==> config.mk <==
export PLATFORM = sky130hd
export DESIGN_NAME = fetch_sequencer
export DESIGN_NICKNAME = d
export VERILOG_FILES = /design/src/rtl/fetch_sequencer.sv
export SDC_FILE = /design/constraint.sdc
export NUM_CORES = 1
export LEC_CHECK = 0
export CAP_MARGIN = 20
export CORE_ASPECT_RATIO = 1.4
export CORE_MARGIN = 8
export CORE_UTILIZATION = 40
export DETAILED_ROUTE_END_ITERATION = 10
export PLACE_DENSITY = 0.79
export SLEW_MARGIN = 25
export SYNTH_ARGS = -nofsm -noshare
export SYNTH_HDL_FRONTEND = slang
export SYNTH_SLANG_ARGS = --single-unit
==> constraint.sdc <==
create_clock -name clkOut -period 3.95 [get_ports clkOut]
set_clock_uncertainty 0.2 [all_clocks]
set_input_delay 0.395 -clock clkOut [delete_from_list [all_inputs] [get_ports clkOut]]
set_output_delay 0.395 -clock clkOut [all_outputs]
set_load 0.01 [all_outputs]
==> src/rtl/fetch_sequencer.sv <==
// Byte-serial instruction fetch: assembles a 32-bit little-endian word from a
// byte-wide instruction memory and hands it to execute with a valid/ready pair.
module fetch_sequencer #(
  parameter logic [63:0] RESET_PC = 64'h0000000000000000
) (
  input  logic        clkOut,
  input  logic        rstN,
  output logic [9:0]  raddr,
  input  logic [7:0]  rdata,
  input  logic        redirect,
  input  logic [63:0] redirectPc,
  input  logic        insReady,
  output logic        insValid,
  output logic [31:0] curIns,
  output logic [63:0] pc,
  output logic        isUndefined,
  output logic [15:0] insCount
);

  typedef enum logic [2:0] {
    FETCH0 = 3'd0,
    FETCH1 = 3'd1,
    FETCH2 = 3'd2,
    FETCH3 = 3'd3,
    VALID  = 3'd4,
    HALT   = 3'd5
  } state_t;

  state_t      state, stateNext;
  logic [63:0] pcNext;
  logic [31:0] curInsNext;
  logic        insValidNext;
  logic        isUndefinedNext;
  logic [15:0] insCountNext;
  logic [1:0]  byteIdx;
  logic        pcIllegal;

  // Only word-aligned addresses inside the 1 KiB instruction memory are legal.
  assign pcIllegal = (pc[1:0] != 2'b00) || (pc[63:10] != 54'd0);

  always_comb begin
    // NOTE: every combinational output gets a default first so no path can infer a latch.
    byteIdx = 2'd0;
    case (state)
      FETCH1:  byteIdx = 2'd1;
      FETCH2:  byteIdx = 2'd2;
      FETCH3:  byteIdx = 2'd3;
      default: byteIdx = 2'd0;
    endcase
    raddr = pc[9:0] + {8'd0, byteIdx};
  end

  always_comb begin
    stateNext       = state;
    pcNext          = pc;
    curInsNext      = curIns;
    insValidNext    = insValid;
    isUndefinedNext = isUndefined;
    insCountNext    = insCount;

    if (state != HALT && redirect) begin
      // Redirect wins, but a word held in VALID with insReady is still consumed.
      pcNext       = redirectPc;
      insValidNext = 1'b0;
      stateNext    = FETCH0;
      if (state == VALID && insReady) insCountNext = insCount + 16'd1;
    end else begin
      case (state)
        FETCH0: begin
          if (pcIllegal) begin
            stateNext       = HALT;
            isUndefinedNext = 1'b1;
          end else begin
            curInsNext[7:0] = rdata;
            stateNext       = FETCH1;
          end
        end
        FETCH1: begin
          curInsNext[15:8] = rdata;
          stateNext        = FETCH2;
        end
        FETCH2: begin
          curInsNext[23:16] = rdata;
          stateNext         = FETCH3;
        end
        FETCH3: begin
          curInsNext[31:24] = rdata;
          insValidNext      = 1'b1;
          stateNext         = VALID;
        end
        VALID: begin
          if (insReady) begin
            pcNext       = pc + 64'd4;
            insValidNext = 1'b0;
            insCountNext = insCount + 16'd1;
            stateNext    = FETCH0;
          end
        end
        default: ;
      endcase
    end
  end

  always_ff @(posedge clkOut or negedge rstN) begin
    if (!rstN) begin
      state       <= FETCH0;
      pc          <= RESET_PC;
      curIns      <= 32'd0;
      insValid    <= 1'b0;
      isUndefined <= 1'b0;
      insCount    <= 16'd0;
    end else begin
      // NOTE: non-blocking assignments so every register samples pre-edge values.
      state       <= stateNext;
      pc          <= pcNext;
      curIns      <= curInsNext;
      insValid    <= insValidNext;
      isUndefined <= isUndefinedNext;
      insCount    <= insCountNext;
    end
  end

endmodule

# --- Word-level counts from Yosys, hierarchy flattened ---
# Index checks and enable logic that the tools add are counted.
op_classes:
  muxes: 15
  add_sub_neg: 3
  n_bitwise: 2
  n_eq_ne: 7
  n_reduce_logical: 19
ops:
  columns: ["operator", "n"]
  rows:
  - ["$mux 64", 3]
  - ["$add 64x3->64 const B", 1]
  - ["$mux 16", 4]
  - ["$reduce_bool 54->1", 1]
  - ["$add 16x1->16 const B", 1]
  - ["$pmux 3 s5", 1]
  - ["$reduce_and 2->1", 6]
  - ["$add 10x2->10", 1]
  - ["$mux 3", 3]
  - ["$reduce_and 3->1", 3]
  - ["$eq 3x2->1 const B", 2]
  - ["$ne 3x3->1 const B", 2]
  - ["$pmux 2 s3", 1]
  - ["$reduce_bool 2->1", 3]
  - ["$reduce_bool 6->1", 1]
  - ["$eq 3x1->1 const B", 1]
  - ["$eq 3x3->1 const B", 1]
  - ["$logic_not 3->1", 1]
  - ["$reduce_bool 3->1", 1]
  - ["$logic_and 1x1->1", 2]
  - ["$mux 1", 2]
  - ["$ne 2x1->1 const B", 1]
  - ["$not 1->1", 2]
  - ["$pmux 1 s2", 1]
  - ["$logic_or 1x1->1", 1]
word_totals:
  ff_bits: 117

# --- Logic depth before layout (Yosys ltp) ---
# Gate-level depths: netlist of the first run.
depth:
  word_depth: 5
  ltp_mapped: 9
  mapped_depth_nobuf: 7

# --- Worst setup path after synthesis of the first run ---
# No wires, ideal clock.
synth_path:
  path_kind: "flip-flop to flip-flop"
  from: "register pc[14]"
  to: "register pc[56]"
  slack_ns: 1.426
  setup_time_ns: 0.137
  arrival_ns: 2.187
  path_stages_with_launch: 10
  required_ns: 3.613
  synth_period_minus_slack_ns: 2.524
  path_cell_list: "dfrtp_1 -> buf_2 -> nand3_1 -> or4_1 -> buf_6 -> nor4_4 -> buf_6 -> a31oi_1 -> o21ai_0 -> o311ai_1"
synth_via:
  elab_chain_cells: 4
synth_rtl:
  columns: ["element", "line", "rtl"]
  rows:
  - ["start, declared", "15", "output logic [63:0] pc,"]
  - ["start signal, assigned", "115", "pc <= pcNext;"]
  - ["$add 64x3->64", "93", "pcNext = pc + 64'd4;"]
  - ["$mux 64", "92", "if (insReady) begin"]
  - ["$mux 64", "68", "case (state)"]
  - ["$mux 64", "61", "if (state != HALT && redirect) begin"]
# No other way between the ends. The select of a mux whose other input is x is not followed.
# A chain may end at the register's enable or synchronous reset.

# --- Final worst setup path of the first run ---
layout_path:
  from: "register state[1]"
  to: "output port raddr[4]"
layout_via:
  elab_chain_cells: 3
  elab_cells_between_ends: 5
layout_rtl:
  columns: ["element", "line", "rtl"]
  rows:
  - ["start, declared", "29", "state_t state, stateNext;"]
  - ["start signal, assigned", "114", "state <= stateNext;"]
  - ["$eq 3x2->1 / $eq 3x1->1 (equally long branches)", "44", "case (state)"]
  - ["$pmux 2 s3 *", "44", null]
  - ["$add 10x2->10 *", "50", "raddr = pc[9:0] + {8'd0, byteIdx};"]
  - ["end, declared", "8", "output logic [9:0] raddr,"]
# Every way passes the cells marked *; elsewhere a longest branch is shown, timed or not.

==> impl_summary.txt, run 1 <==
----------------------------------------------------
[Pwr]
  Pleak ... 3.74 nW
  Power per unit of standard cell area ... 720 nW/um^2
  Peak supply drop ... 0.000511 V

[Yosys]
  Combined area of all synthesized cells ... 6540 sq um
  Synth top area cells ... sky130_fd_sc_hd__dfrtp_1 45%, sky130_fd_sc_hd__mux2_2 5.7%, sky130_fd_sc_hd__nand2_1 5.2%, sky130_fd_sc_hd__nand3_1 3.8%, sky130_fd_sc_hd__o21ai_0 3.4%
  Top cells by instance count after synthesis ... 117 x sky130_fd_sc_hd__dfrtp_1, 90 x sky130_fd_sc_hd__nand2_1, 50 x sky130_fd_sc_hd__nand3_1, 45 x sky130_fd_sc_hd__o21ai_0, 37 x sky130_fd_sc_hd__clkbuf_1
  Library cell with the highest instance count after synthesis ... sky130_fd_sc_hd__dfrtp_1
  Largest area contributor in the synthesized netlist ... sky130_fd_sc_hd__dfrtp_1
  Sequential share of the synthesized area ... 44.8%
  Cell count after synthesis ... 697
  Synth warn ... 0
  Compound-Gate Fraction of Synth Area ... 15.7%
  Register bit count reported by yosys ... 117
  Simple-gate share of the synthesized area ... 25.1%
  Async set or reset register ratio after synthesis ... 100%
  Most common flop cell mapped by yosys ... sky130_fd_sc_hd__dfrtp_1
  Arithmetic-cell share of the synthesized area counting full adders, half adders and majority gates ... 0.957%
  Multiplexer fraction of the synthesized cell area ... 6.14%
  Syn_nets ... 778
  Xor-xnor portion of the synthesized cell area ... 4.15%
  Count of flip-flops with a built-in enable after synthesis ... 0
  Number of unique standard cell types used by synthesis ... 56
  Area share of the largest cell type after synthesis ... 44.8%
  Average cell area after synthesis ... 9.38 sq um
  Combinational family with the most area after synthesis ... simple AND/OR/NAND/NOR gates

[Timing]
  Max Clk Rate ... 0.284 GHz
  Crit path time final ... 3.53 ns
  Unrepaired setup endpoints after global routing ... no
  Worst Hold Slack ... 0.288 ns
  Final setup slack of the worst path ... 0.423 ns
  Max-slew violation total from the final report ... 0
  Final setup viols ... 0
  Share of the clock period used by the worst path after layout ... 89.3%
  Pin slew with the least headroom to its limit ... 0.911 ns
  Slew headroom ... 39.3%
  Final Hold Fails ... 0
  Sum Neg Setup Slack ... 0 ns

[Clocking]
  Clock Path Buffers ... 2
  Register clock-pin slew on the reported worst setup and hold paths ... 0.06 ns
  Clock H-tree levels ... 4
  Clock tree from TritonCTS ... built
  Number of buffers inserted to repair setup after CTS ... 0
  Source-to-sink clock delay at the later pin of the worst-skew pair ... 0.42 ns
  Clock net sink count ... 117
  Number of buffers created by CTS ... 17
  CTS root buffer ... sky130_fd_sc_hd__clkbuf_16

[Floorplan]
  Die span in y ... 167 microns
  Horizontal die dimension ... 124 microns
  Core outline area ... 16100 sq um
  Starting density of the core ... 40.6%
  I/O Pins ... 200
  Number of placement rows ... 55
  DIE AREA ... 20800 sq um

[Global route]
  Number of global-route vias before repair ... 6605
  Number of antenna violations at the first check in global routing ... 1
  Total routing usage reported by global routing ... 22.6%
  Wire length of the first global-routing pass ... 36700 microns
  Overall overflow remaining after global route ... 0
  Largest net degree at the start of global routing ... 76

[Drt]
  Total DRC errors in the routed layout ... 0
  WL per Instance ... 21.3 microns
  Routed length on met3 ... 1860 microns
  Starting DRC count in detailed routing ... 738
  Pre-antenna DRT Iters ... 5
  Highest metal used ... met4
  Via density ... 6.07
  Total Wirelength ... 23500 microns
  Met2 Wirelength ... 11600 microns
  Vias ... 6676
  M1 WL ... 8880 microns
  Number of antenna-violating nets in the routed design ... 0

[Worst hold path]
  Type of the most critical hold path ... register to register

[Worst setup path]
  Worst setup path class ... register to primary output
  Crit start category ... register
  Capturing element type of the critical path ... primary output
  Worst endpoint data arrival time ... 2.93 ns
  Required time at the endpoint of the critical path ... 3.36 ns
  Maximum fanout along the worst path ... 11

[Placement]
  Detailed placer's ending HPWL ... 17000 microns
  Placed standard-cell area ... 8720 sq um
  Worst slack at placement ... 0.789 ns
  Count of port buffers added during placement ... 199
  RePlAce Congestion ... 0.935

[Finish]
  Proportion of layout cells with a drive suffix above 1 ... 10.5%
  Post-route cell area ... 9310 sq um
  Area growth from synthesis to final layout ... 42.4%
  Core Util, Final ... 57.8%
  Final-layout fill cell count ... 1434
  Total Nets Final ... 967

[Run]
  Number of maximum-capacitance violations ... 0

[Run status]
  Status ... complete, no violations

----------------------------------------------------
## layer usage
metal	vias to the layer above	global-route usage [%]
li1	3020	-
met1	3214	26.7
met2	358	36.4
met3	84	5.62
met4	0	12.6
met5	-	0
## kinds of logic (layout without fill, tap and decap cells)
logic type                 after synthesis  in the layout
muxes                                   36             36
other                                    0              1
DFF                                    117            117
buffers and inverters                   50            252
and+or+nand+nor                        306            306
AOI/OAI and AO/OA                      152            152
adders and majority gates                5              5
xor gates and xnor gates                31             31
## what timing repair did
| action | CTS | global route |
|---|---|---|
| endpoints found under the hold margin | 66 | 0 |
| endpoints found under the setup margin | 0 | 0 |
| hold buffers | 1 | 0 |
| gates resized for setup | 0 | 0 |
## cell usage in the layout, fill, tap and decap left out, drive strengths merged, types with 3 or more instances in the layout
master / synthesis / routed
nand2: 91 / 91
or4: 6 / 6
nand4: 24 / 24
mux2i: 3 / 3
buf: 6 / 15
clkinv: 0 / 3
nand2b: 4 / 4
nor2: 36 / 36
a22oi: 12 / 12
ha: 5 / 5
a21oi: 19 / 19
a31oi: 16 / 16
and2: 9 / 9
or3: 3 / 3
clkbuf: 38 / 17
a32oi: 3 / 3
nor4: 27 / 27
clkdlybuf4s50: 0 / 198
nand3: 51 / 51
and4: 7 / 7
and3: 19 / 19
xnor2: 12 / 12
mux2: 33 / 33
xor2: 19 / 19
dfrtp: 117 / 117
o21ai: 46 / 46
nand3b: 4 / 4
o211ai: 8 / 8
a41oi: 5 / 5
nor3: 16 / 16
a221o: 10 / 10
inv: 6 / 16
o311ai: 22 / 22
## power by group
part | internal, mW | switching [mW]
logic | 1.48 | 1.29
registers | 1.65 | 0.776
clock network | 0.842 | 0.669
total | 3.97 | 2.74
## registers in the layout (all words and copies together) (netlist names)
signal,cells
curIns,32
insCount,16
insValid,1
isUndefined,1
pc,64
state,3
## stage by stage
step | power (mW) | instances
floorplan | 3.53 | 697
global placement | 5.11 | 1065
detailed placement | 5.18 | 1065
CTS | 6.72 | 1098
global route | 7.07 | 1099
finish | 6.71 | 1099
## worst max-delay path, cell delays in order (launching register included)
cell,delay (ns)
sky130_fd_sc_hd__dfrtp_1,0.50
sky130_fd_sc_hd__nor2b_1,0.27
sky130_fd_sc_hd__ha_1,0.30
sky130_fd_sc_hd__a21oi_1,0.56
sky130_fd_sc_hd__nand2b_1,0.21
sky130_fd_sc_hd__xnor2_1,0.11
sky130_fd_sc_hd__clkdlybuf4s50_1,0.55
## area by class of cell
| cell class | count | area, sq um | share of cell area (%) |
|---|---|---|---|
| clock inverter | 15 | 156 | 1.68 |
| sequential | 117 | 2930 | 31.4 |
| inverter | 6 | 22.5 | 0.242 |
| timing repair buffer | 214 | 2120 | 22.7 |
| clock buffer | 17 | 425 | 4.57 |
| antenna | 1 | 2.50 | 0.0269 |
| tap | 199 | 249 | 2.67 |
| multi-input combinational | 530 | 3410 | 36.6 |
## worst paths after layout
check	slack, ns	depth (start not counted)	to	start
worst min-delay path	0.29	1	insCount[15]	insCount[15]
min in group asynchronous	0.42	2	pc[47]	rstN
worst min register to register	0.29	1	insCount[15]	insCount[15]
worst max-delay path	0.42	6	raddr[4]	state[1]
worst max register to register	0.72	6	pc[48]	pc[9]
max in group asynchronous	2.17	3	pc[59]	rstN
Power figures use the tool's default switching activity.
==> inputs of run 2 (changes only) <==
CTS_BUF_LIST = sky130_fd_sc_hd__clkbuf_8   (was unset)
CTS_CLUSTER_DIAMETER = 40   (was unset)
==> run 2 against run 1 <==
  * Clock-buffer cell count stayed put
  * Routed wire length hardly changed
  * Total power is 6.3% lower
  * Register-to-register slack worse by 0.04 ns
  * Design area is 2.1% lower
  * Non-clock buffer count stayed put
==> impl_summary.txt, run 2 (synthesis gave the netlist of run 1 again) <==
----------------------------------------------------
[Finish]
  Diode insertion count for antenna repair ... 0 (-1)
  Max reg flops ... 64 (unchanged)
  Final-layout fill cell count ... 1449 (+1.0%)
  Area growth from synthesis to final layout ... 39.5%
  Regs by FF count ... pc x64, curIns x32, insCount x16
  Most common library cell in the layout ignoring fill and taps ... sky130_fd_sc_hd__clkdlybuf4s50_1
  Commonest cells after routing, fill and taps aside ... 198 x sky130_fd_sc_hd__clkdlybuf4s50_1, 117 x sky130_fd_sc_hd__dfrtp_1, 89 x sky130_fd_sc_hd__nand2_1
  Proportion of layout cells with a drive suffix above 1 ... 10.5% (unchanged)
  Total Nets Final ... 967 (unchanged)
  Register name with the most flops ... pc
  Core Util, Final ... 56.6% (-1.2 points)

[Global route]
  Wire length of the first global-routing pass ... 36800 microns (+0.13%)
  Total routing usage reported by global routing ... 22.6% (about the same)
  Largest net degree at the start of global routing ... 76 (unchanged)
  Number of antenna violations at the first check in global routing ... 0 (-1)
  Overall overflow remaining after global route ... 0 (unchanged)
  Number of global-route vias before repair ... 6568 (-0.56%)

[Worst setup path]
  Worst setup path class ... register to primary output
  CP max stage delay ... 0.55 ns (about the same)
  Crit start category ... register
  List of cells traversed by the critical path ... nor2b_1 > ha_1 > a21oi_1 > nand2b_1 > xnor2_1 > clkdlybuf4s50_1
  Required time at the endpoint of the critical path ... 3.36 ns (about the same)
  Worst endpoint data arrival time ... 2.96 ns (+0.03 ns)
  Library cell contributing the largest single delay on the critical path ... sky130_fd_sc_hd__a21oi_1
  Maximum fanout along the worst path ... 11 (unchanged)
  Capturing element type of the critical path ... primary output

[Drt]
  Starting DRC count in detailed routing ... 699 (-5.3%)
  Number of antenna-violating nets in the routed design ... 0 (unchanged)
  Via density ... 6.07 (-0.12%)
  WL per Instance ... 21.4 microns (about the same)
  Total Wirelength ... 23500 microns (about the same)
  Vias ... 6662 (-0.21%)
  Pre-antenna DRT Iters ... 6 (+1)
  Total DRC errors in the routed layout ... 0 (unchanged)

[Clocking]
  Clock Path Buffers ... 2 (unchanged)
  CTS root buffer ... sky130_fd_sc_hd__clkbuf_8
  Clock H-tree levels ... 4 (unchanged)
  Source-to-sink clock delay at the later pin of the worst-skew pair ... 0.45 ns (+0.03 ns)
  Number of buffers created by CTS ... 17 (unchanged)
  # resized after CTS ... 0 (unchanged)
  Clock tree from TritonCTS ... built
  Clock net sink count ... 117 (unchanged)
  Register clock-pin slew on the reported worst setup and hold paths ... 0.08 ns (+0.02 ns)

[Pwr]
  Internal Dissipation ... 3.60 mW (-9.4%)
  Peak supply drop ... 0.000477 V (-6.7%)
  Switching component of the power ... 2.69 mW (-1.8%)
  Switching part of the total ... 42.7% (+1.9 points)
  Combinational share of power ... 44.0% (+2.6 points)
  Share of total power in the clock network ... 17.4% (-5.1 points)
  Pleak ... 3.65 nW (-2.3%)
  Power per unit of standard cell area ... 689 nW/um^2 (-4.3%)
  Relative contribution of sequential cells to total power ... 38.6% (+2.5 points)

[Timing]
  Unrepaired setup endpoints after global routing ... no
  Final setup viols ... 0 (unchanged)
  Max-slew violation total from the final report ... 0 (unchanged)
  Crit path time final ... 3.55 ns (+0.0231 ns)
  Max Clk Rate ... 0.282 GHz (-0.65%)
  Slew headroom ... 40.0% (+0.77 points)
  Final Hold Fails ... 0 (unchanged)
  Pin slew with the least headroom to its limit ... 0.900 ns (-0.0115 ns)
  Sum Neg Setup Slack ... 0 ns (unchanged)
  Share of the clock period used by the worst path after layout ... 89.9% (+0.58 points)

[Run status]
  Status ... complete, no violations

[Floorplan]
  DIE AREA ... 20800 sq um (unchanged)
  Core outline area ... 16100 sq um (unchanged)
  Starting density of the core ... 40.6% (unchanged)
  Number of placement rows ... 55 (unchanged)
  Die span in y ... 167 microns (unchanged)
  I/O Pins ... 200 (unchanged)
  Horizontal die dimension ... 124 microns (unchanged)

[Run]
  Number of maximum-capacitance violations ... 0 (unchanged)

[Placement]
  Detailed placer's ending HPWL ... 17000 microns (unchanged)
  Count of port buffers added during placement ... 199 (unchanged)
  RePlAce Congestion ... 0.935 (unchanged)

[Worst hold path]
  Type of the most critical hold path ... primary input to register

----------------------------------------------------
-- run 2: routing by layer --
metal  vias up  routed length (microns)  GRT usage [%]
met5         -                        0              0
met3        63                     1840           5.42
met2       339                    11900           37.4
met1      3242                     8910           26.6
li1       3018                        -              -
met4         0                      838           10.9
-- run 2: final cells by class --
cell class | instances | area [sq um] | share of cell area (%)
clock buffer | 17 | 234 | 2.57
clock inverter | 15 | 156 | 1.72
inverter | 6 | 22.5 | 0.247
multi-input combinational | 530 | 3410 | 37.4
sequential | 117 | 2930 | 32.1
tap | 199 | 249 | 2.73
timing repair buffer | 214 | 2120 | 23.2
-- run 2: final timing paths --
path | from | end | slack (ns) | cells after the start
min | redirectPc[1] | pc[1] | 0.27 | 3
max in group asynchronous | rstN | pc[43] | 2.25 | 3
min reg2reg | insCount[15] | insCount[15] | 0.29 | 1
min in group asynchronous | rstN | pc[37] | 0.39 | 2
max | state[1] | raddr[4] | 0.40 | 6
max reg2reg | pc[9] | pc[48] | 0.68 | 6
-- run 2: timing repair --
item	4_1_cts	5_1_grt
endpoints found under the hold margin	66	0
hold buffers	1	0
setup buffers	0	0
-- run 2: critical path, delay by kind of cell, from the launching register on --
kind | cells | cell delay [ns]
fa+ha+maj | 1 | 0.30
simple gates | 2 | 0.48
flops | 1 | 0.51
buf+inv | 1 | 0.55
compound gates | 1 | 0.55
xor+xnor | 1 | 0.11
-- run 2: metrics by stage --
step                hold WS (ns)  area, sq um  power, mW  std cells  setup WS, ns
floorplan                 -0.101         6540       3.53        697          1.43
global placement           0.262         8720       5.11       1065         0.848
detailed placement         0.278         8720       5.18       1065         0.789
CTS                        0.249         9120       6.29       1098         0.377
global route               0.257         9120       6.64       1098         0.251
finish                     0.269         9120       6.29       1098         0.400
-- run 2: power by group through the flow --
| stage | combinational, mW | sequential (mW) | clock, mW |
|---|---|---|---|
| after global routing | 2.97 | 2.50 | 1.17 |
| after CTS | 2.79 | 2.39 | 1.11 |
| after detailed placement | 2.78 | 2.40 | 0 |
| after global placement | 2.73 | 2.38 | 0 |
| after floorplan | 1.20 | 2.33 | 0 |
| final | 2.77 | 2.43 | 1.09 |
==> inputs of run 3 (changes only) <==
TNS_END_PERCENT = 5   (was unset)
clock period = 3.5 ns   (was 3.95 ns; I/O delays follow)
==> run 3 against run 2 <==
  * Worst hold slack worse by 0.048 ns
  * Clock power is 17% higher
  * Non-clock buffer count is 5 higher
  * First-iteration DRC count is 24% higher
  * Critical path depth is 1 higher
  * Sequential cell count stayed put
  * Global-route usage hardly changed
  * Critical path type unchanged
  * Largest cell class unchanged
==> impl_summary.txt, run 3 (synthesis gave the netlist of run 1 again) <==
----------------------------------------------------
[Worst setup path]
  CP max stage delay ... 0.55 ns (about the same)
  Capturing element type of the critical path ... primary output
  List of cells traversed by the critical path ... nor2b_1 > ha_1 > a21oi_1 > buf_4 > nand2b_1 > xnor2_1 > clkdlybuf4s50_1
  Worst setup path class ... register to primary output
  Buffers plus inverters on the worst setup path ... 2 (+1)
  Crit path max-delay family ... buffers and inverters
  Worst reg2reg path depth ... 7 (+1)
  Crit start category ... register
  WP depth ... 7 (+1)
  Maximum fanout along the worst path ... 11 (unchanged)
  Required time at the endpoint of the critical path ... 2.95 ns (-0.41 ns)
  Library cell contributing the largest single delay on the critical path ... sky130_fd_sc_hd__clkdlybuf4s50_1
  Worst endpoint data arrival time ... 2.73 ns (-0.23 ns)

[Run status]
  Status ... complete, no violations

[Pwr]
  Power per unit of standard cell area ... 776 nW/um^2 (+13%)
  Peak supply drop ... 0.000465 V (-2.4%)
  Pleak ... 3.68 nW (+0.78%)

[Drt]
  Total Wirelength ... 23200 microns (-1.3%)
  Vias ... 6654 (-0.12%)
  Total DRC errors in the routed layout ... 0 (unchanged)
  Pre-antenna DRT Iters ... 6 (unchanged)
  Via density ... 6.03 (-0.57%)
  Starting DRC count in detailed routing ... 867 (+24%)
  WL per Instance ... 21.0 microns (-1.7%)
  Number of antenna-violating nets in the routed design ... 0 (unchanged)

[Timing]
  Final Hold Fails ... 0 (unchanged)
  Sum Neg Setup Slack ... 0 ns (unchanged)
  Pin slew with the least headroom to its limit ... 0.820 ns (-0.0790 ns)
  Slew headroom ... 44.8% (+4.8 points)
  Crit path time final ... 3.28 ns
  Max-slew violation total from the final report ... 0 (unchanged)
  Unrepaired setup endpoints after global routing ... no
  Final setup viols ... 0 (unchanged)
  Share of the clock period used by the worst path after layout ... 93.6%
  Max Clk Rate ... 0.305 GHz

[Finish]
  Post-route cell area ... 9170 sq um (+0.60%)
  Max reg flops ... 64 (unchanged)
  Diode insertion count for antenna repair ... 0 (unchanged)
  Area growth from synthesis to final layout ... 40.3%
  Total Nets Final ... 972 (+0.52%)
  Area of combinational cells with multiple inputs ... 3410 sq um (unchanged)
  Proportion of layout cells with a drive suffix above 1 ... 11.0% (+0.50 points)
  Sequential cell area in the final layout ... 2930 sq um (unchanged)
  Regs by FF count ... pc x64, curIns x32, insCount x16
  Register name with the most flops ... pc
  Core Util, Final ... 57.0% (+0.34 points)
  Most common library cell in the layout ignoring fill and taps ... sky130_fd_sc_hd__clkdlybuf4s50_1
  Commonest cells after routing, fill and taps aside ... 198 x sky130_fd_sc_hd__clkdlybuf4s50_1, 117 x sky130_fd_sc_hd__dfrtp_1, 89 x sky130_fd_sc_hd__nand2_1
  Final-layout fill cell count ... 1440 (-0.62%)

[Clocking]
  Register clock-pin slew on the reported worst setup and hold paths ... 0.08 ns (about the same)
  Clock net sink count ... 117 (unchanged)
  Clock Path Buffers ... 2 (unchanged)
  Clock H-tree levels ... 4 (unchanged)
  Number of buffers inserted to repair setup after CTS ... 0 (unchanged)
  # resized after CTS ... 0 (unchanged)
  Source-to-sink clock delay at the later pin of the worst-skew pair ... 0.46 ns (about the same)
  CTS root buffer ... sky130_fd_sc_hd__clkbuf_8
  Number of buffers created by CTS ... 17 (unchanged)
  Clock tree from TritonCTS ... built

[Run]
  Number of maximum-capacitance violations ... 0 (unchanged)

[Placement]
  Placed standard-cell area ... 8770 sq um (+0.57%)
  RePlAce Congestion ... 0.886 (-5.3%)
  Count of port buffers added during placement ... 199 (unchanged)
  Detailed placer's ending HPWL ... 16700 microns (-1.3%)

[Global route]
  Overall overflow remaining after global route ... 0 (unchanged)
  Number of global-route vias before repair ... 6659 (+1.4%)
  Wire length of the first global-routing pass ... 37000 microns (+0.60%)
  Number of antenna violations at the first check in global routing ... 0 (unchanged)
  Total routing usage reported by global routing ... 22.6% (about the same)
  Largest net degree at the start of global routing ... 76 (unchanged)

[Worst hold path]
  Type of the most critical hold path ... primary input to register
  Number of cells traversed by the worst hold path ... 3 (unchanged)

[Floorplan]
  I/O Pins ... 200 (unchanged)
  DIE AREA ... 20800 sq um (unchanged)
  Die span in y ... 167 microns (unchanged)
  Starting density of the core ... 40.6% (unchanged)
  Core outline area ... 16100 sq um (unchanged)
  Number of placement rows ... 55 (unchanged)
  Horizontal die dimension ... 124 microns (unchanged)

----------------------------------------------------
run 3: routing by layer:
layer	GRT usage (%)	up-vias	routed length, microns
met5	0	-	0
met4	11.3	0	1010
met3	5.22	78	1890
met2	36.3	342	11300
met1	27.6	3211	8950
li1	-	3023	-
run 3: worst paths after layout:
| check | to | slack, ns | from |
|---|---|---|---|
| hold reg to reg | insCount[15] | 0.28 | insCount[15] |
| min in group asynchronous | pc[44] | 0.27 | rstN |
| hold / removal | pc[0] | 0.22 | redirectPc[0] |
| setup reg to reg | pc[53] | 0.56 | pc[9] |
| max in group asynchronous | insCount[12] | 2.01 | rstN |
| setup / recovery | raddr[4] | 0.22 | state[1] |
run 3: what timing repair did:
item | 4_1_cts | 5_1_grt
endpoints found under the setup margin | 0 | 0
hold buffers | 1 | 0
hold endpoints to repair | 44 | 0
run 3: stage by stage:
step | hold slack (ns) | worst slack, ns | power, mW | instances
final | 0.221 | 0.223 | 7.12 | 1103
after detailed placement | 0.224 | 0.605 | 5.85 | 1070
after CTS | 0.206 | 0.192 | 7.14 | 1103
after global placement | 0.223 | 0.662 | 5.78 | 1070
after floorplan | -0.146 | 0.976 | 3.98 | 697
after global routing | 0.215 | 0.0571 | 7.56 | 1103
run 3: final cells by class:
cell class	instances	area share [%]
Sequential cell	117	31.9
Clock buffer	17	2.55
Inverter	6	0.245
Tap cell	199	2.71
Timing Repair Buffer	219	23.6
Multi-Input combinational cell	530	37.2
Clock inverter	15	1.76
run 3: worst register-to-register path: stages (launching register included):
cell                       delay [ns]
sky130_fd_sc_hd__dfrtp_1         0.49
sky130_fd_sc_hd__nand3_2         0.15
sky130_fd_sc_hd__or4_1           0.59
sky130_fd_sc_hd__buf_4           0.24
sky130_fd_sc_hd__nor4_4          0.61
sky130_fd_sc_hd__a41oi_1         0.21
sky130_fd_sc_hd__o21ai_0         0.17
sky130_fd_sc_hd__o311ai_0        0.15
run 3: power by group:
part	total [mW]	internal, mW	switching, mW
clock	1.27	0.595	0.676
combinational	3.13	1.69	1.45
sequential	2.72	1.85	0.861
